**src/rtl/mode_input_ctrl_pkg.sv**
```systemverilog
// mode_input_ctrl_pkg
// Shared definitions for the operator-input front end:
//   regime_e : mode encodings, shared with the control path
//   state_e  : request FSM states
//   BTN_*    : bit positions of the buttons in the packed button vector
//   mode_from_press : same-cycle mode press priority (update > cnt > elist)
package mode_input_ctrl_pkg;

  typedef enum logic [1:0] {
    REGIME_OFF    = 2'd0,
    REGIME_ELIST  = 2'd1,
    REGIME_CNT    = 2'd2,
    REGIME_UPDATE = 2'd3
  } regime_e;

  typedef enum logic [1:0] {
    IDLE = 2'd0,
    REQ  = 2'd1,
    RUN  = 2'd2
  } state_e;

  localparam int unsigned BTN_ELIST  = 0;
  localparam int unsigned BTN_CNT    = 1;
  localparam int unsigned BTN_UPDATE = 2;
  localparam int unsigned BTN_START  = 3;
  localparam int unsigned BTN_STOP   = 4;
  localparam int unsigned NUM_BTN    = 5;

  function automatic regime_e mode_from_press(input logic elist, input logic cnt,
                                              input logic update);
    if (update)     return REGIME_UPDATE;
    else if (cnt)   return REGIME_CNT;
    else if (elist) return REGIME_ELIST;
    else            return REGIME_OFF;
  endfunction

endpackage

```
**src/rtl/mode_input_ctrl_if.sv**
```systemverilog
// mode_input_ctrl_if
// Handshake between the operator-input front end and the control path.
//   regime      : current mode reported by the control path
//   active      : control-path ELIST sequence running
//   on          : mode request towards the control path (0 = none)
//   start       : start level towards the control path
//   busy        : front end not idle
//   err_timeout : one-cycle pulse when a request is abandoned
// master = front end, slave = control path.
interface mode_input_ctrl_if;
  logic [1:0] regime;
  logic       active;
  logic [1:0] on;
  logic       start;
  logic       busy;
  logic       err_timeout;

  modport master (input regime, active, output on, start, busy, err_timeout);
  modport slave  (output regime, active, input on, start, busy, err_timeout);
endinterface

```
**src/rtl/mode_input_ctrl_btn_debounce.sv**
```systemverilog
// btn_debounce
// One push-button: optional 2-flop synchronizer, stability counter and a
// one-cycle press pulse on the debounced rising edge (releases are silent).
// Build option: INPUT_SYNC_EN adds the 2-flop synchronizer in front.
// Ports: clk, rst (sync, active-high), raw (button), press (pulse out).
module btn_debounce #(
  parameter int unsigned DEBOUNCE_CYCLES = 4
) (
  input  logic clk,
  input  logic rst,
  input  logic raw,
  output logic press
);

  localparam int unsigned CW = (DEBOUNCE_CYCLES > 1) ? $clog2(DEBOUNCE_CYCLES) : 1;
  localparam logic [CW-1:0] CNT_LAST = CW'(DEBOUNCE_CYCLES - 1);

  logic          sample;
  logic          level_q;
  logic [CW-1:0] cnt_q;
  logic          press_q;

`ifdef INPUT_SYNC_EN
  logic [1:0] sync_q;

  always_ff @(posedge clk) begin
    if (rst) sync_q <= '0;
    else     sync_q <= {sync_q[0], raw};
  end

  assign sample = sync_q[1];
`else
  assign sample = raw;
`endif

  // Counter tracks consecutive samples that disagree with the debounced
  // level; the pulse is registered on the same edge as the level flip.
  always_ff @(posedge clk) begin
    if (rst) begin
      level_q <= 1'b0;
      cnt_q   <= '0;
      press_q <= 1'b0;
    end else begin
      press_q <= 1'b0;
      if (sample != level_q) begin
        if (cnt_q == CNT_LAST) begin
          level_q <= sample;
          cnt_q   <= '0;
          press_q <= sample;
        end else begin
          cnt_q <= cnt_q + CW'(1);
        end
      end else begin
        cnt_q <= '0;
      end
    end
  end

  assign press = press_q;

endmodule

```
**src/rtl/mode_input_ctrl.sv**
```systemverilog
// mode_input_ctrl
// Operator-input front end: debounces five buttons, turns mode presses into
// a held request on ctl.on, handshakes on ctl.regime / ctl.active and drives
// the start level. All outputs are registered.
// Ports: clk, rst (sync, active-high), btn_elist, btn_cnt, btn_update,
//        btn_start, btn_stop (raw buttons), ctl (handshake, master side).
// Build option: INPUT_SYNC_EN (2-flop synchronizer on each button).
module mode_input_ctrl
  import mode_input_ctrl_pkg::*;
#(
  parameter int unsigned DEBOUNCE_CYCLES = 4,
  parameter int unsigned REQ_TIMEOUT     = 16
) (
  input  logic                  clk,
  input  logic                  rst,
  input  logic                  btn_elist,
  input  logic                  btn_cnt,
  input  logic                  btn_update,
  input  logic                  btn_start,
  input  logic                  btn_stop,
  mode_input_ctrl_if.master     ctl
);

  localparam int unsigned TW = (REQ_TIMEOUT > 1) ? $clog2(REQ_TIMEOUT) : 1;
  localparam logic [TW-1:0] TMO_LAST = TW'(REQ_TIMEOUT - 1);

  logic [NUM_BTN-1:0] raw_btn;
  logic [NUM_BTN-1:0] press;

  assign raw_btn = {btn_stop, btn_start, btn_update, btn_cnt, btn_elist};

  for (genvar i = 0; i < NUM_BTN; i++) begin : g_btn
    btn_debounce #(.DEBOUNCE_CYCLES(DEBOUNCE_CYCLES)) u_deb (
      .clk   (clk),
      .rst   (rst),
      .raw   (raw_btn[i]),
      .press (press[i])
    );
  end

  state_e        state_q, state_d;
  regime_e       req_q, req_d;
  regime_e       mode_sel;
  logic [TW-1:0] tmo_q, tmo_d;
  logic [1:0]    on_q, on_d;
  logic          start_q, start_d;
  logic          busy_q;
  logic          err_q, err_d;
  logic          active_q;
  logic          active_rise;

  assign mode_sel    = mode_from_press(press[BTN_ELIST], press[BTN_CNT], press[BTN_UPDATE]);
  assign active_rise = ctl.active & ~active_q;

  always_ff @(posedge clk) begin
    if (rst) begin
      state_q  <= IDLE;
      req_q    <= REGIME_OFF;
      tmo_q    <= '0;
      on_q     <= '0;
      start_q  <= 1'b0;
      busy_q   <= 1'b0;
      err_q    <= 1'b0;
      active_q <= 1'b0;
    end else begin
      state_q  <= state_d;
      req_q    <= req_d;
      tmo_q    <= tmo_d;
      on_q     <= on_d;
      start_q  <= start_d;
      busy_q   <= (state_d != IDLE);
      err_q    <= err_d;
      active_q <= ctl.active;
    end
  end

  always_comb begin
    state_d = state_q;
    req_d   = req_q;
    tmo_d   = tmo_q;
    on_d    = on_q;
    start_d = start_q;
    err_d   = 1'b0;

    unique case (state_q)
      IDLE: begin
        on_d    = '0;
        start_d = 1'b0;
        // Stop in the same cycle suppresses any mode press.
        if (!press[BTN_STOP] && (mode_sel != REGIME_OFF)) begin
          req_d   = mode_sel;
          tmo_d   = '0;
          on_d    = mode_sel;
          state_d = REQ;
        end
      end

      REQ: begin
        // A match beats both an abort and a timeout in the same cycle.
        if (ctl.regime == req_q) begin
          on_d    = '0;
          state_d = RUN;
        end else if (press[BTN_STOP]) begin
          on_d    = '0;
          state_d = IDLE;
        end else if (tmo_q == TMO_LAST) begin
          on_d    = '0;
          err_d   = 1'b1;
          state_d = IDLE;
        end else begin
          tmo_d = tmo_q + TW'(1);
        end
      end

      RUN: begin
        on_d = '0;
        if (ctl.regime == REGIME_OFF) begin
          start_d = 1'b0;
          state_d = IDLE;
        end else begin
          case (req_q)
            REGIME_CNT: begin
              if (press[BTN_STOP])       start_d = 1'b0;
              else if (press[BTN_START]) start_d = ~start_q;
            end
            REGIME_ELIST: begin
              // Single trigger: the control path picking it up ends it.
              if (press[BTN_STOP] || active_rise) start_d = 1'b0;
              else if (press[BTN_START])          start_d = 1'b1;
            end
            default: start_d = 1'b0;
          endcase
        end
      end

      default: begin
        on_d    = '0;
        start_d = 1'b0;
        state_d = IDLE;
      end
    endcase
  end

  assign ctl.on          = on_q;
  assign ctl.start       = start_q;
  assign ctl.busy        = busy_q;
  assign ctl.err_timeout = err_q;

endmodule
```
**src/flat_wrapper.sv**
```systemverilog
// flat-port wrapper written by rule: the top's interface ports become plain ports
module mode_input_ctrl_flat import mode_input_ctrl_pkg::*;
#(
  parameter int unsigned DEBOUNCE_CYCLES = 4,
  parameter int unsigned REQ_TIMEOUT     = 16
)
  (clk, rst, btn_elist, btn_cnt, btn_update, btn_start, btn_stop, ctl_regime, ctl_active, ctl_on, ctl_start, ctl_busy, ctl_err_timeout);
  mode_input_ctrl_if ctl_i ();
  input  logic clk;
  input  logic rst;
  input  logic btn_elist;
  input  logic btn_cnt;
  input  logic btn_update;
  input  logic btn_start;
  input  logic btn_stop;
  input wire logic [$bits(ctl_i.regime)-1:0] ctl_regime;
  input wire logic [$bits(ctl_i.active)-1:0] ctl_active;
  output wire logic [$bits(ctl_i.on)-1:0] ctl_on;
  output wire logic [$bits(ctl_i.start)-1:0] ctl_start;
  output wire logic [$bits(ctl_i.busy)-1:0] ctl_busy;
  output wire logic [$bits(ctl_i.err_timeout)-1:0] ctl_err_timeout;
  assign ctl_i.regime = ctl_regime;
  assign ctl_i.active = ctl_active;
  assign ctl_on = ctl_i.on;
  assign ctl_start = ctl_i.start;
  assign ctl_busy = ctl_i.busy;
  assign ctl_err_timeout = ctl_i.err_timeout;
  mode_input_ctrl #(.DEBOUNCE_CYCLES(DEBOUNCE_CYCLES), .REQ_TIMEOUT(REQ_TIMEOUT)) u_core (.clk(clk), .rst(rst), .btn_elist(btn_elist), .btn_cnt(btn_cnt), .btn_update(btn_update), .btn_start(btn_start), .btn_stop(btn_stop), .ctl(ctl_i));
endmodule
```
**config.mk**
```make
export PLATFORM = sky130hd
export DESIGN_NAME = mode_input_ctrl_flat
export DESIGN_NICKNAME = d
export VERILOG_FILES = /design/src/rtl/mode_input_ctrl_pkg.sv /design/src/rtl/mode_input_ctrl_if.sv /design/src/rtl/mode_input_ctrl_btn_debounce.sv /design/src/rtl/mode_input_ctrl.sv /design/src/flat_wrapper.sv
export SDC_FILE = /design/constraint.sdc
export NUM_CORES = 1
export LEC_CHECK = 0
export CORE_UTILIZATION = 48
export CTS_CLUSTER_DIAMETER = 30
export DETAILED_ROUTE_END_ITERATION = 16
export PLACE_DENSITY = 0.69
export SLEW_MARGIN = 10
export SYNTH_ARGS = -nofsm -noshare
export SYNTH_HDL_FRONTEND = slang
export SYNTH_HIERARCHICAL = 1
export SYNTH_SLANG_ARGS = --single-unit
```
**constraint.sdc**
```tcl
create_clock -name clk -period 3.9 [get_ports clk]
set_input_delay 0.975 -clock clk [delete_from_list [all_inputs] [get_ports clk]]
set_output_delay 0.975 -clock clk [all_outputs]
set_load 0.005 [all_outputs]
```
Yosys cells after proc, flatten, opt, wreduce, memory -nomap -nowiden. Index checks and enable logic that the tools add are counted.

Memories kept: 0. Input bits: 10. Latch bits: 0. Bits in writable memories: 0. Logic and storage cells: 120. Bits in registers: 34. Output and inout port bits: 5. ROM bits: 0.

Shifts and indexed selects: 0. Multiplexer cells: 27. Equal/unequal tests: 23. Bitwise operators: 14. Div/mod/pow operators: 0. $add $sub $neg: 6. Order comparisons: 0. Reduce and logical (&&, ||, !) cells: 27. Multipliers: 0.

Operators by type and width (number): 3-bit OR reduction (10); 2-bit two-way mux (11); 4-bit two-way mux (4); 2-bit == test, second input constant (7); 1-bit NOT (13); 2-bit AND reduction (6); 2-bit by 1-bit adder with 2-bit output, second input constant (5); 4-bit one-hot mux with 2 select lines (1); 1-bit two-way mux (7); 2-bit inequality test, second input constant (3); 2-bit one-hot mux with 3 select lines (1); 2-bit nonzero test (3); 1-bit inequality test (5); 5-bit by 3-bit inequality test with 1-bit output, second input constant (1); 5-bit by 4-bit inequality test with 1-bit output, second input constant (1); 5-bit AND reduction (1); 4-bit by 1-bit adder with 4-bit output, second input constant (1); 2-bit by 1-bit == test with 1-bit output, second input constant (2); 4-bit == test, second input constant (1); 2-bit zero test (2); 4-bit by 2-bit inequality test with 1-bit output, second input constant (1); 1-bit one-hot mux with 2 select lines (2); 2-bit one-hot mux with 2 select lines (1); 4-bit OR reduction (1); 7 further kinds (7).

Longest topological paths before layout. Gate-level depths: netlist of run 1.

Depth after elaboration: 8. Depth in mapped cells: 5. Gate-level depth less buffers: 5.

Modules after synthesis. Netlist of run 1, hierarchy kept.

By module, submodules not included: btn_debounce (seq. area each 80.1 um2, cells each 11, area an instance 148.9 um2, times used 5); mode_input_ctrl (seq. area each 280.3 um2, cells each 83, area an instance 740.7 um2, times used 1).

Worst setup path before layout of run 1. No wires, ideal clock.

Kind: input -> register. From: input ctl_regime[1]. To: register u_core.tmo_q[1]. Data required time: 3.765 ns. Setup slack: 2.135 ns. Path buffers: 0. Stages on the path: 4. Data arrival time: 1.630 ns. Library setup time: 0.135 ns. Path through: xnor2_1 > a21oi_2 > a32oi_1 > o22ai_1.

Cells in the longest elaborated chain, start to end: 3.

RTL lines: from (decl) (line flat_wrapper.sv:16) `input wire logic [$bits(ctl_i.regime)-1:0] ctl_regime;`; 2-bit == test (line mode_input_ctrl.sv:100) `if (ctl.regime == req_q) begin`; 2-bit inequality test (no line); 5-bit AND reduction (no line); to (signal assigned) (line mode_input_ctrl.sv:68) `tmo_q <= tmo_d;`; to (decl) (line mode_input_ctrl.sv:44) `logic [TW-1:0] tmo_q, tmo_d;`.

No other way between the ends. A chain may end at the register's enable or synchronous reset.

==> results.json, run 1 <==
{
  "status": "finished, violations left",
  "violations": "design-rule violations",
  "hold_violations": 0,
  "synth-simple-area-share_pct": 26.12,
  "antenna_left": 0,
  "syn_inst": 138,
  "htreeDepth": 2,
  "coreArea_mm2": 0.002853,
  "synthTopCellsByCount": "dfxtp_1 (34), a21oi_1 (9), ha_1 (8), nand2_1 (8), xnor2_1 (7)",
  "grtUsageTotal_pct": 17.97,
  "synth_top_flop_cell": "dfxtp_1",
  "hold_path.class": "reg2reg",
  "timing.critical_path.buf_inv": 2,
  "syn_nets": 156,
  "io_pins": 15,
  "port_buffers": 14,
  "synth_mux_area_share_pct": 3.370,
  "grt_pass1_wl_um": 4485,
  "crit_required_ns": 4.14,
  "yosys_register_bits": 34,
  "crit_fanout": 30,
  "fillers": 271,
  "r2r_start": "u_core/req_q[0]$_SDFFE_PP0P_",
  "cp_cell_sequence": "clkdlybuf4s50_1 > buf_4 > a21o_1 > a21oi_1",
  "via_per_inst": 5.714,
  "syn_area_mm2": 0.001485,
  "slew-limit-headroom_pct": 25.16,
  "synth_edf_count": 0,
  "num_rows": 19,
  "synth_area_leaders": "dfxtp_1 (46%), ha_1 (6.7%), nor4b_2 (5.1%)",
  "cts_tree": "built",
  "setup_viol": 0,
  "final_nets": 178,
  "grt_pass1_vias": 1091,
  "layout-drive-gt1-share_pct": 16.15,
  "cp_data_arrival_time_ns": 2.61,
  "cts.sinks": 34,
  "cts-resized-gates": 0,
  "power.leakage_nw": 0.6121,
  "finalCriticalPeriod_ns": 2.371,
  "diodes": 0,
  "synth_top_family_by_area": "simple AND/OR/NAND/NOR gates",
  "post_cts_buffers": 0,
  "antenna_found_initial": 0,
  "grt_start_max_net_pins": 31,
  "finalCoreUtilization_pct": 60.83,
  "reg2reg_to": "u_core/ctl.start$_SDFFE_PP0P_",
  "critPathSlowestCell": "clkdlybuf4s50_1",
  "vias": 1097,
  "fin_crit_sh_pct": 60.81,
  "drt_wl_total_um": 2602,
  "drc": 2,
  "ys_warn_count": 6,
  "cts-root-buf": "clkbuf_4",
  "start_util_pct": 52.06,
  "cts_hold_buffers": 0,
  "place_congestion": 0.7412,
  "fin_worst_skew_ns": 0.01248,
  "synth-async-reset-ratio_pct": 0,
  "routedWlPerCell_um": 13.55,
  "insertion_delay_ns": 0.34,
  "worstMarginPinSlew_ns": 1.119,
  "whs_ns": 0.4401,
  "final.setup.tns_ns": 0,
  "synth_cell_types": 38,
  "clock_path_buffers": 2,
  "r2r_cells": 5,
  "dieHeight_um": 57.63,
  "synth_top_area_share_pct": 45.83,
  "critPathMaxStageDelay_ns": 1.21,
  "drt-initial-drc-count": 21,
  "critical_path.startpoint_type": "input port",
  "maxCapViolCount": 0,
  "worstSetupPathType": "in2reg",
  "synth-compound-area-share_pct": 13.06,
  "synth_fa_ha_area_share_pct": 6.740,
  "area_delta_synth_final_pct": 16.85,
  "worstSetupStartpoint": "rst",
  "drt_first_pass_iters": 10,
  "synth_xor_area_share_pct": 4.128,
  "yosysTopAreaCell": "dfxtp_1",
  "ys_seq_area_share_pct": 45.83,
  "hpwl_um": 1850,
  "crit_family": "buffers and inverters",
  "cp-endpoint": "u_core/state_q[1]$_SDFF_PP0_",
  "maxSlewViolCount": 0,
  "max_freq_mhz": 421.7,
  "clk_pin_slew_worst_paths_ns": 0.10,
  "powerDensity_mw_per_mm2": 347.6,
  "peakVddDrop_mv": 0.1932,
  "r2r_slack_ns": 2.39,
  "dieArea_mm2": 0.003321,
  "cts_buffers": 5,
  "grt_overflow_total": 0,
  "rsz0062_at_grt": "no",
  "die_x_um": 57.63,
  "worst-path-stages": 4,
  "synth.most_common_cell": "dfxtp_1",
  "avgSynthCellArea_um2": 10.76,
  "worst_setup_path_end_kind": "flip-flop"
}
## worst min path at each step
stage | startpoint | to | slack [ns] | cells after the start
floorplan | u_core/g_btn[0].u_deb/cnt_q[0]$_SDFF_PP0_ | u_core/g_btn[0].u_deb/cnt_q[0]$_SDFF_PP0_ | 0.40 | 1
global placement | u_core/g_btn[0].u_deb/cnt_q[0]$_SDFF_PP0_ | u_core/g_btn[0].u_deb/cnt_q[0]$_SDFF_PP0_ | 0.41 | 1
detailed placement | u_core/g_btn[1].u_deb/cnt_q[0]$_SDFF_PP0_ | u_core/g_btn[1].u_deb/cnt_q[0]$_SDFF_PP0_ | 0.43 | 1
CTS | u_core/g_btn[1].u_deb/cnt_q[0]$_SDFF_PP0_ | u_core/g_btn[1].u_deb/cnt_q[0]$_SDFF_PP0_ | 0.44 | 1
global route | u_core/g_btn[4].u_deb/cnt_q[0]$_SDFF_PP0_ | u_core/g_btn[4].u_deb/cnt_q[0]$_SDFF_PP0_ | 0.47 | 1
finish | u_core/g_btn[1].u_deb/cnt_q[0]$_SDFF_PP0_ | u_core/g_btn[1].u_deb/cnt_q[0]$_SDFF_PP0_ | 0.44 | 1
## metal layers
| metal | up-vias | track usage, % | part of all wire, % |
|---|---|---|---|
| met5 | - | 0 | 0 |
| li1 | 556 | - | - |
| met3 | 7 | 4.911 | 3.2 |
| met4 | 0 | 12.89 | 2.6 |
| met2 | 15 | 29.90 | 49 |
| met1 | 519 | 19.74 | 45 |
## sequential cells by signal, indices dropped and copies added, names as in the netlist, 2 cells and up
name                        flops
u_core/state_q                  2
u_core/req_q                    2
u_core/ctl.on                   2
u_core/tmo_q                    4
u_core/g_btn.u_deb/level_q      5
u_core/g_btn.u_deb/press        5
u_core/g_btn.u_deb/cnt_q       10
## through the flow
| stage | area, um^2 | total power [mW] | std cells | setup WS, ns |
|---|---|---|---|---|
| global route | 1735 | 0.6307 | 192 | 1.474 |
| detailed placement | 1675 | 0.4090 | 184 | 1.180 |
| CTS | 1735 | 0.6110 | 192 | 1.546 |
| global placement | 1675 | 0.4063 | 184 | 1.219 |
| finish | 1735 | 0.6033 | 192 | 1.529 |
| floorplan | 1485 | 0.3871 | 138 | 2.135 |
## cells in the final DEF (no fill, tap or decap), drive strengths merged, types with 2 or more instances in the layout
master	n
nand2b	6
mux2i	5
nor3	3
and4bb	5
nor2b	5
clkdlybuf4s50	14
buf	2
a21o	2
nor4	5
dfxtp	34
xnor2	7
clkbuf	7
nor4b	6
nand3	5
a21oi	10
a211oi	2
a22o	2
nor2	6
o21ai	4
ha	8
nand2	8
inv	2
## cell type report
class	instances	area (um^2)	share of cell area [%]
flip-flops and latches	34	680.7	39.22
repair buffers	16	155.1	8.940
clock buffers	7	55.05	3.172
clock inverters	1	5.005	0.2884
inverters	2	7.507	0.4326
well taps	31	38.79	2.235
multi-input cells	101	793.3	45.71
## cell families after synthesis
logic type,after synthesis
buffers and inverters,3
multiplexers,5
adder cells (fa/ha/maj),8
XOR/XNOR,7
AND/OR/NAND/NOR,54
flip-flops,34
AO/OA/AOI/OAI,27
## worst reg2reg max path, delay by kind of cell (launching register included)
family,cells,cell delay [ns]
adder cells (fa/ha/maj),1,0.29
buffers and inverters,1,0.07
flip-flops,1,0.38
AND/OR/NAND/NOR,1,0.16
AO/OA/AOI/OAI,2,0.52
## where the power goes
part / internal (mW) / switching (mW) / leakage (nW)
Combinational: 0.0231 / 0.0202 / 0.301
Sequential: 0.354 / 0.00359 / 0.276
Clock: 0.0873 / 0.115 / 0.0353
Total: 0.464 / 0.139 / 0.612
Power figures use the tool's default switching activity.
==> run 2, diff against run 1 <==
- clock period: 3.9 -> 2.23 ns (I/O delays scaled with it)
==> results.json, run 2 (synthesis gave the netlist of run 1 again) <==
{
  "powerDensity_mw_per_mm2": 584.3,
  "fin_ws_ns": 0.4820,
  "grtUsageTotal_pct": 17.43,
  "fin_crit_sh_pct": 78.39,
  "area_delta_synth_final_pct": 15.84,
  "fillers": 260,
  "hold_path.class": "reg2reg",
  "cts.sinks": 34,
  "max_freq_mhz": 572.1,
  "worstMarginPinSlew_ns": 0.4087,
  "drt_wl_total_um": 2463,
  "hpwl_um": 1805,
  "routedWlPerCell_um": 12.90,
  "multi_input_area_um2": 793.3,
  "power.leakage_nw": 0.6022,
  "critical_path.startpoint_type": "flip-flop",
  "htreeDepth": 2,
  "largest_register_ffs": 10,
  "cp_data_arrival_time_ns": 1.19,
  "status": "finished, violations left",
  "maxCapViolCount": 0,
  "wl_met2_um": 1123,
  "power.switching_uw": 227.6,
  "clock_path_buffers": 2,
  "peakVddDrop_mv": 0.3593,
  "drt-initial-drc-count": 38,
  "crit_family": "buffers and inverters",
  "cts-root-buf": "clkbuf_4",
  "worstSetupStartpoint": "u_core/ctl.start$_SDFFE_PP0P_",
  "grt_start_max_net_pins": 19,
  "hp-start": "u_core/g_btn[0].u_deb/cnt_q[0]$_SDFF_PP0_",
  "num_rows": 19,
  "vias": 1079,
  "met3_length_um": 101,
  "largest-register": "u_core/g_btn.u_deb/cnt_q",
  "final_common_cell": "dfxtp_1",
  "final_nets": 178,
  "slew-limit-headroom_pct": 72.60,
  "comb_power_share_pct": 7.4,
  "clk_pin_slew_worst_paths_ns": 0.09,
  "rsz0062_at_grt": "no",
  "die_x_um": 57.63,
  "netSwitchingFraction_pct": 22.64,
  "drc": 2,
  "insertion_delay_ns": 0.33,
  "crit_fanout": 3,
  "critPathSlowestCell": "clkdlybuf4s50_1",
  "cts_hold_buffers": 0,
  "hold_violations": 0,
  "grt_pass1_vias": 1072,
  "layout-drive-gt1-share_pct": 15.00,
  "cts_buffers": 5,
  "seqCellArea_um2": 680.7,
  "place_congestion": 0.7765,
  "route.top_layer_used": "met4",
  "worstSetupPathType": "reg2out",
  "internal-power_uw": 777.7,
  "drt_first_pass_iters": 10,
  "violations": "design-rule violations",
  "cts-resized-gates": 0,
  "start_util_pct": 52.06,
  "dieHeight_um": 57.63,
  "crit_required_ns": 1.67,
  "io_pins": 15,
  "maxSlewViolCount": 0,
  "grt_overflow_total": 0,
  "antenna_found_initial": 0,
  "cts_tree": "built",
  "antenna_left": 0,
  "fin_worst_skew_ns": 0.01071,
  "dp_slack_ns": 0.2734,
  "power.share.clock_pct": 30.4,
  "wl_met1_um": 1179,
  "diodes": 0,
  "power_mw": 1.005,
  "layout_common_cells": "dfxtp_1 (34), clkdlybuf4s50_1 (14), a21oi_1 (9)",
  "worst_setup_path_end_kind": "output pin",
  "dieArea_mm2": 0.003321,
  "timing.critical_path.buf_inv": 1,
  "critPathMaxStageDelay_ns": 0.51,
  "setup_viol": 0,
  "r2r_start": "u_core/req_q[0]$_SDFFE_PP0P_",
  "finalCriticalPeriod_ns": 1.748,
  "port_buffers": 14,
  "coreArea_mm2": 0.002853,
  "via_per_inst": 5.649,
  "pwr-share-seq_pct": 62.2,
  "cp_cell_sequence": "clkdlybuf4s50_1",
  "grt_pass1_wl_um": 4353,
  "post_cts_buffers": 0,
  "final.setup.tns_ns": 0
}
[run 2: cell types whose count changed in the layout (fill, tap and decap cells not counted), sizes merged]
| cell | delta |
|---|---|
| clkinv | -1 |
[run 2: power groups by stage]
| stage | combinational (mW) | clock (mW) | sequential [mW] |
|---|---|---|---|
| after global routing | 0.0827 | 0.346 | 0.627 |
| after global placement | 0.0713 | 0 | 0.639 |
| after CTS | 0.0751 | 0.319 | 0.625 |
| final | 0.0745 | 0.306 | 0.625 |
| after detailed placement | 0.0750 | 0 | 0.639 |
| after floorplan | 0.0391 | 0 | 0.638 |
[run 2: per-layer routing]
layer	vias up	global-route usage (%)
met5	-	0
met4	0	10.45
met2	20	28.24
met3	7	4.688
met1	495	20.68
li1	557	-
[run 2: final timing paths]
kind	to	slack, ns	depth (start not counted)
hold / removal	u_core/g_btn[0].u_deb/cnt_q[0]$_SDFF_PP0_	0.44	1
hold reg to reg	u_core/g_btn[0].u_deb/cnt_q[0]$_SDFF_PP0_	0.44	1
setup / recovery	ctl_start	0.48	1
setup reg to reg	u_core/ctl.start$_SDFFE_PP0P_	0.71	5
[run 2: final cells by class]
| type | count | area share [%] |
|---|---|---|
| inverters | 2 | 0.4364 |
| flip-flops and latches | 34 | 39.56 |
| well taps | 31 | 2.255 |
| repair buffers | 16 | 9.018 |
| clock buffers | 7 | 2.618 |
| multi-input cells | 101 | 46.11 |
[run 2: stage by stage]
step	cells	hold WS [ns]	utilization (%)	instance area, um^2
finish	191	0.4370	60.31	1720
detailed placement	184	0.4219	58.73	1675
CTS	191	0.4391	60.31	1720
floorplan	138	0.4037	-	1485
global placement	184	0.4151	58.73	1675
global route	191	0.4590	60.31	1720
==> RTL edit 1, RTL diff (settings of run 1) <==
Re-encode `state_e` (3 states) as one-hot, 3 bits wide.
--- a/src/rtl/mode_input_ctrl_pkg.sv
+++ b/src/rtl/mode_input_ctrl_pkg.sv
@@ -13,10 +13,10 @@
     REGIME_UPDATE = 2'd3
   } regime_e;
 
-  typedef enum logic [1:0] {
-    IDLE = 2'd0,
-    REQ  = 2'd1,
-    RUN  = 2'd2
+  typedef enum logic [2:0] {
+    IDLE = 3'b001,
+    REQ  = 3'b010,
+    RUN  = 3'b100
   } state_e;
 
   localparam int unsigned BTN_ELIST  = 0;
Check against the original RTL: no difference found for any inputs over 10 cycles, from zero or initial values and one cycle with rst high; not proved beyond that.
==> RTL edit 1 against run 1 <==
- sequential cell count grew 1
- synthesized cell count shrank 0.72%
- setup slack gained 0.13 ns
- largest cell class unchanged
- area after synthesis grew 1.3%
- sequential share of layout area grew 0.30 points
- non-clock buffer count shrank 1
- design area grew 2.2%
- highest routed layer unchanged
- critical endpoint is now u_core/ctl.on[1]$_SDFFE_PP0P_
- power grew 12%
- wire length shrank 5.0%
==> RTL edit 1: results (changes against run 1) <==
| Metric | Value |
|---|---|
| Leakage | `0.620 nW (+1.3%)` |
| Fill cell total of the finished layout | `242 (-11%)` |
| Critical path peak fanout | `6 (-80%)` |
| Length in cells of the worst reg-to-reg path | `4 (-1)` |
| Routability Congestion | `0.771 (+4.1%)` |
| Total GRT Usage | `17.4% (-0.55 points)` |
| Clock skew | `0.00768 ns (-0.00480 ns)` |
| Worst hold endpoint | `u_core/g_btn[2].u_deb/cnt_q[0]$_SDFF_PP0_` |
| Worst max-slew margin expressed relative to the limit | `63.2% (+38 points)` |
| Setup slack at placement | `1.33 ns (+0.150 ns)` |
| Critical Path AT | `2.51 ns (-0.10 ns)` |
| Sequential fraction of design power | `54.3% (-5.0 points)` |
| Worst vdd rail ir drop | `0.000225 V (+16%)` |
| Via count of the first global-routing pass | `1048 (-3.9%)` |
| Launch instance of the worst register-to-register path | `u_core/state_q[0]$_SDFF_PP1_` |
| Total routed wirelength | `2470 um (-5.0%)` |
| Internal reg-to-reg setup slack | `2.09 ns (-0.30 ns)` |
| Count of cell types in the netlist | `33 (-13%)` |
| Fin nets | `176 (-1.1%)` |
| Maximum number of pins on one net before global-route repair | `20 (-35%)` |
| Run status | `finished clean` |
| Share of final-layout standard cells stronger than drive strength 1 | `15.1% (-1.1 points)` |
| Total via count after detailed routing | `1086 (-1.0%)` |
| Sequential area share after synthesis | `46.6% (+0.76 points)` |
| Syn nets | `155 (-0.64%)` |
| Sequential power | `0.367 mW (+3%)` |
## RTL edit 1: changes by cell type after synthesis, sizes merged, moves of 2 or more
| cell | before | now |
|---|---|---|
| mux2i | 5 | 9 |
| nand3 | 5 | 2 |
| a22o | 2 | 0 |
| nor3 | 3 | 1 |
| or4b | 0 | 2 |
| a21o | 2 | 0 |
| a21oi | 10 | 8 |
| nor3b | 0 | 3 |
| nor2 | 6 | 8 |
| nor2b | 5 | 2 |
| xor2 | 0 | 2 |
## RTL edit 1: metal layers
metal	vias to the layer above	share of wire, %	wire length (um)	GRT usage [%]
met5	-	0	0	0
met2	15	48	1180	28.6
met1	511	46	1150	20.7
met4	0	1.7	43	7.14
li1	554	-	-	-
met3	6	4.2	103	6.25
## RTL edit 1: worst max-delay path by stage
stage | cells after the start | slack [ns] | startpoint | endpoint
2_1_floorplan | 4 | 1.93 | ctl_regime[0] | u_core/ctl.on[1]$_SDFFE_PP0P_
6_report | 5 | 1.66 | ctl_regime[1] | u_core/ctl.on[1]$_SDFFE_PP0P_
3_5_place_dp | 5 | 1.33 | ctl_regime[0] | u_core/ctl.on[1]$_SDFFE_PP0P_
5_1_grt | 5 | 1.56 | ctl_regime[1] | u_core/ctl.on[1]$_SDFFE_PP0P_
3_3_place_gp | 5 | 1.34 | ctl_regime[0] | u_core/ctl.on[1]$_SDFFE_PP0P_
4_1_cts | 5 | 1.67 | ctl_regime[0] | u_core/ctl.on[1]$_SDFFE_PP0P_
## RTL edit 1: stage by stage
| stage | hold WS, ns | cells | cell area [sq um] | util, % |
|---|---|---|---|---|
| floorplan | 0.404 | 137 | 1500 | - |
| global placement | 0.414 | 182 | 1690 | 59.1 |
| detailed placement | 0.425 | 182 | 1690 | 59.1 |
| global route | 0.453 | 190 | 1770 | 62.1 |
| CTS | 0.440 | 190 | 1770 | 62.1 |
| finish | 0.434 | 190 | 1770 | 62.1 |
## RTL edit 1: kinds of logic after synthesis
family                     count (synthesis)  synth area share, %
and+or+nand+nor                           52                 26.0
DFF                                       35                 46.6
AOI/OAI and AO/OA                         21                 9.15
muxes                                      9                 5.99
xor gates and xnor gates                   8                 4.66
adders and majority gates                  8                 6.66
buffers and inverters                      4                0.998
## RTL edit 1: cell type report
class                      instances  area, sq um  share of cell area (%)
sequential                        35          701                    39.5
clock buffer                       6         51.3                    2.89
clock inverter                     2         35.0                    1.98
tap                               31         38.8                    2.19
inverter                           3         11.3                   0.635
timing repair buffer              15          148                    8.33
multi-input combinational         98          788                    44.5
## RTL edit 1: critical path, stage by stage
cell and delay, ns:
sky130_fd_sc_hd__clkdlybuf4s50_1 0.49, sky130_fd_sc_hd__xor2_1 0.20, sky130_fd_sc_hd__o21bai_1 0.18, sky130_fd_sc_hd__or4b_1 0.51, sky130_fd_sc_hd__a21oi_1 0.14
==> RTL edit 2, RTL diff (flow settings as in run 1) <==
Made on the original files. `DEBOUNCE_CYCLES` is set to 4 in 3 places; all go to 2.
--- a/src/rtl/mode_input_ctrl_btn_debounce.sv
+++ b/src/rtl/mode_input_ctrl_btn_debounce.sv
@@ -4,7 +4,7 @@
 // Build option: INPUT_SYNC_EN adds the 2-flop synchronizer in front.
 // Ports: clk, rst (sync, active-high), raw (button), press (pulse out).
 module btn_debounce #(
-  parameter int unsigned DEBOUNCE_CYCLES = 4
+  parameter int unsigned DEBOUNCE_CYCLES = 2
 ) (
   input  logic clk,
   input  logic rst,
--- a/src/rtl/mode_input_ctrl.sv
+++ b/src/rtl/mode_input_ctrl.sv
@@ -8,7 +8,7 @@
 module mode_input_ctrl
   import mode_input_ctrl_pkg::*;
 #(
-  parameter int unsigned DEBOUNCE_CYCLES = 4,
+  parameter int unsigned DEBOUNCE_CYCLES = 2,
   parameter int unsigned REQ_TIMEOUT     = 16
 ) (
   input  logic                  clk,
--- a/src/flat_wrapper.sv
+++ b/src/flat_wrapper.sv
@@ -1,7 +1,7 @@
 // flat-port wrapper written by rule: the top's interface ports become plain ports
 module mode_input_ctrl_flat import mode_input_ctrl_pkg::*;
 #(
-  parameter int unsigned DEBOUNCE_CYCLES = 4,
+  parameter int unsigned DEBOUNCE_CYCLES = 2,
   parameter int unsigned REQ_TIMEOUT     = 16
 )
   (clk, rst, btn_elist, btn_cnt, btn_update, btn_start, btn_stop, ctl_regime, ctl_active, ctl_on, ctl_start, ctl_busy, ctl_err_timeout);
Behaviour: not the same (a bounded check fails within 4 cycles, from zero or initial values and one cycle with rst high).
==> RTL edit 2 against run 1 <==
- die area shrank 14%
- critical path depth down 1
- sequential cell count down 5
- maximum frequency is 6.3% higher
- wire length fell by 13%
- area after synthesis decreased by 15%
- design area is 14% lower
- sequential power down 8.7%
- power fell by 3.7%
- setup slack better by 0.14 ns
- register-to-register slack worse by 0.05 ns
- sequential share of layout area decreased by 0.43 points
- global-route usage increased by 1.0 points
- largest cell class unchanged
==> RTL edit 2: results (changes against run 1) <==
| Metric | Value |
|---|---|
| Syn nets | `136 (-13%)` |
| Post-Synthesis Cells | `123 (-11%)` |
| Critical Path AT | `2.39 ns (-0.22 ns)` |
| Worst vdd rail ir drop | `0.000222 V (+15%)` |
| Top cells by count, synth | `29 x sky130_fd_sc_hd__dfxtp_1, 9 x sky130_fd_sc_hd__a21oi_1, 8 x sky130_fd_sc_hd__nand2_1` |
| Share of total power in the clock network | `28.9% (-4.7 points)` |
| Initial antenna violation count | `0 (unchanged)` |
| XOR/XNOR Fraction of Synth Area | `4.84% (+0.71 points)` |
| Critical path peak fanout | `27 (-10%)` |
| Sequential fraction of design power | `56.3% (-3.0 points)` |
| Setup slack at placement | `1.31 ns (+0.133 ns)` |
| Average wire length per cell after detail routing | `12.9 um (-4.7%)` |
| Final Cell Area | `1500 sq um (-14%)` |
| Placed wire-length estimate | `1540 um (-17%)` |
| Share of synthesized area spent on multiplexers | `3.95% (+0.58 points)` |
| Final standard cell count with taps included and fillers excluded | `175 (-8.9%)` |
| Leakage | `0.525 nW (-14%)` |
| Via count of the first global-routing pass | `884 (-19%)` |
| First-pass GRT wire length | `3730 um (-17%)` |
| Fill cell total of the finished layout | `227 (-16%)` |
| Total placed instance area | `1450 sq um (-14%)` |
| Internal reg-to-reg setup slack | `2.34 ns (-0.05 ns)` |
| Via density per instance | `5.58 (-2.3%)` |
| Sequential power | `0.327 mW (-8.7%)` |
| Stage delay of the slowest cell on the critical path | `1.13 ns (-0.08 ns)` |
| Synth Area in Adders | `2.96% (-3.8 points)` |
| Drt first pass iters | `4 (-6)` |
| Post-synthesis compound-gate area fraction | `15.3% (+2.3 points)` |
| Run status | `finished clean` |
| Leading post-synthesis cells by cell area | `sky130_fd_sc_hd__dfxtp_1 46%, sky130_fd_sc_hd__and4bb_2 4.9%, sky130_fd_sc_hd__xnor2_1 4.8%` |
| Total GRT Usage | `19.0% (+1.0 points)` |
| Count of cell types in the netlist | `36 (-5.3%)` |
| Source of the worst hold timing path | `u_core/ctl.on[1]$_SDFFE_PP0P_` |
| Reported net switching power | `0.152 mW (+9.5%)` |
| Maximum number of pins on one net before global-route repair | `28 (-9.7%)` |
| Clock skew | `0.00899 ns (-0.00349 ns)` |
| Violation count after the first detailed-routing iteration | `16 (-24%)` |
| Number of cells in the design after placement | `167 (-9.2%)` |
| Routability Congestion | `0.749 (+1.1%)` |
| Worst Hold Margin | `0.468 ns (+0.0282 ns)` |
| Reg-to-Reg End | `u_core/ctl.start$_SDFFE_PP0P_` |
| Clock latency on the worst-skew pair | `0.32 ns (-0.02 ns)` |
| Worst hold endpoint | `u_core/ctl.on[1]$_SDFFE_PP0P_` |
RTL edit 2: cell types whose count changed after synthesis, sizes merged:
cell | run 1 | this run
nor4b | 6 | 1
nor3 | 3 | 8
nor4 | 5 | 0
dfxtp | 34 | 29
ha | 8 | 3
RTL edit 2: worst max path at each step:
| stage | start | end | slack, ns | depth (start not counted) |
|---|---|---|---|---|
| after CTS | rst | u_core/tmo_q[1]$_SDFFE_PP0P_ | 1.67 | 3 |
| after global routing | rst | u_core/tmo_q[2]$_SDFFE_PP0P_ | 1.57 | 4 |
| after global placement | rst | u_core/tmo_q[2]$_SDFFE_PP0P_ | 1.38 | 4 |
| final | rst | u_core/tmo_q[1]$_SDFFE_PP0P_ | 1.67 | 3 |
| after detailed placement | rst | u_core/tmo_q[1]$_SDFFE_PP0P_ | 1.31 | 3 |
| after floorplan | ctl_regime[1] | u_core/tmo_q[1]$_SDFFE_PP0P_ | 2.13 | 4 |
RTL edit 2: per-layer routing:
layer	wire length (um)	GRT usage, %	vias to the layer above
li1	-	-	494
met1	1030	21.4	460
met2	1110	30.4	19
met3	89	6.03	4
met4	36	11.8	0
met5	0	0	-
RTL edit 2: cell type report:
class / count / share of cell area (%)
repair buffers: 15 / 9.87
well taps: 30 / 2.51
inverters: 2 / 0.502
multi-input cells: 91 / 45.1
clock buffers: 8 / 3.26
flip-flops and latches: 29 / 38.8
RTL edit 2: cells by family after synthesis:
| kind of cell | after synthesis |
|---|---|
| mux | 5 |
| xor+xnor | 7 |
| fa+ha+maj | 3 |
| buf+inv | 3 |
| simple gates | 49 |
| flops | 29 |
| compound gates | 27 |
RTL edit 2: worst min-delay path: stages, from the launching register on:
cell and delay, ns:
sky130_fd_sc_hd__dfxtp_1 0.31, sky130_fd_sc_hd__nand3_1 0.06, sky130_fd_sc_hd__a21oi_1 0.05
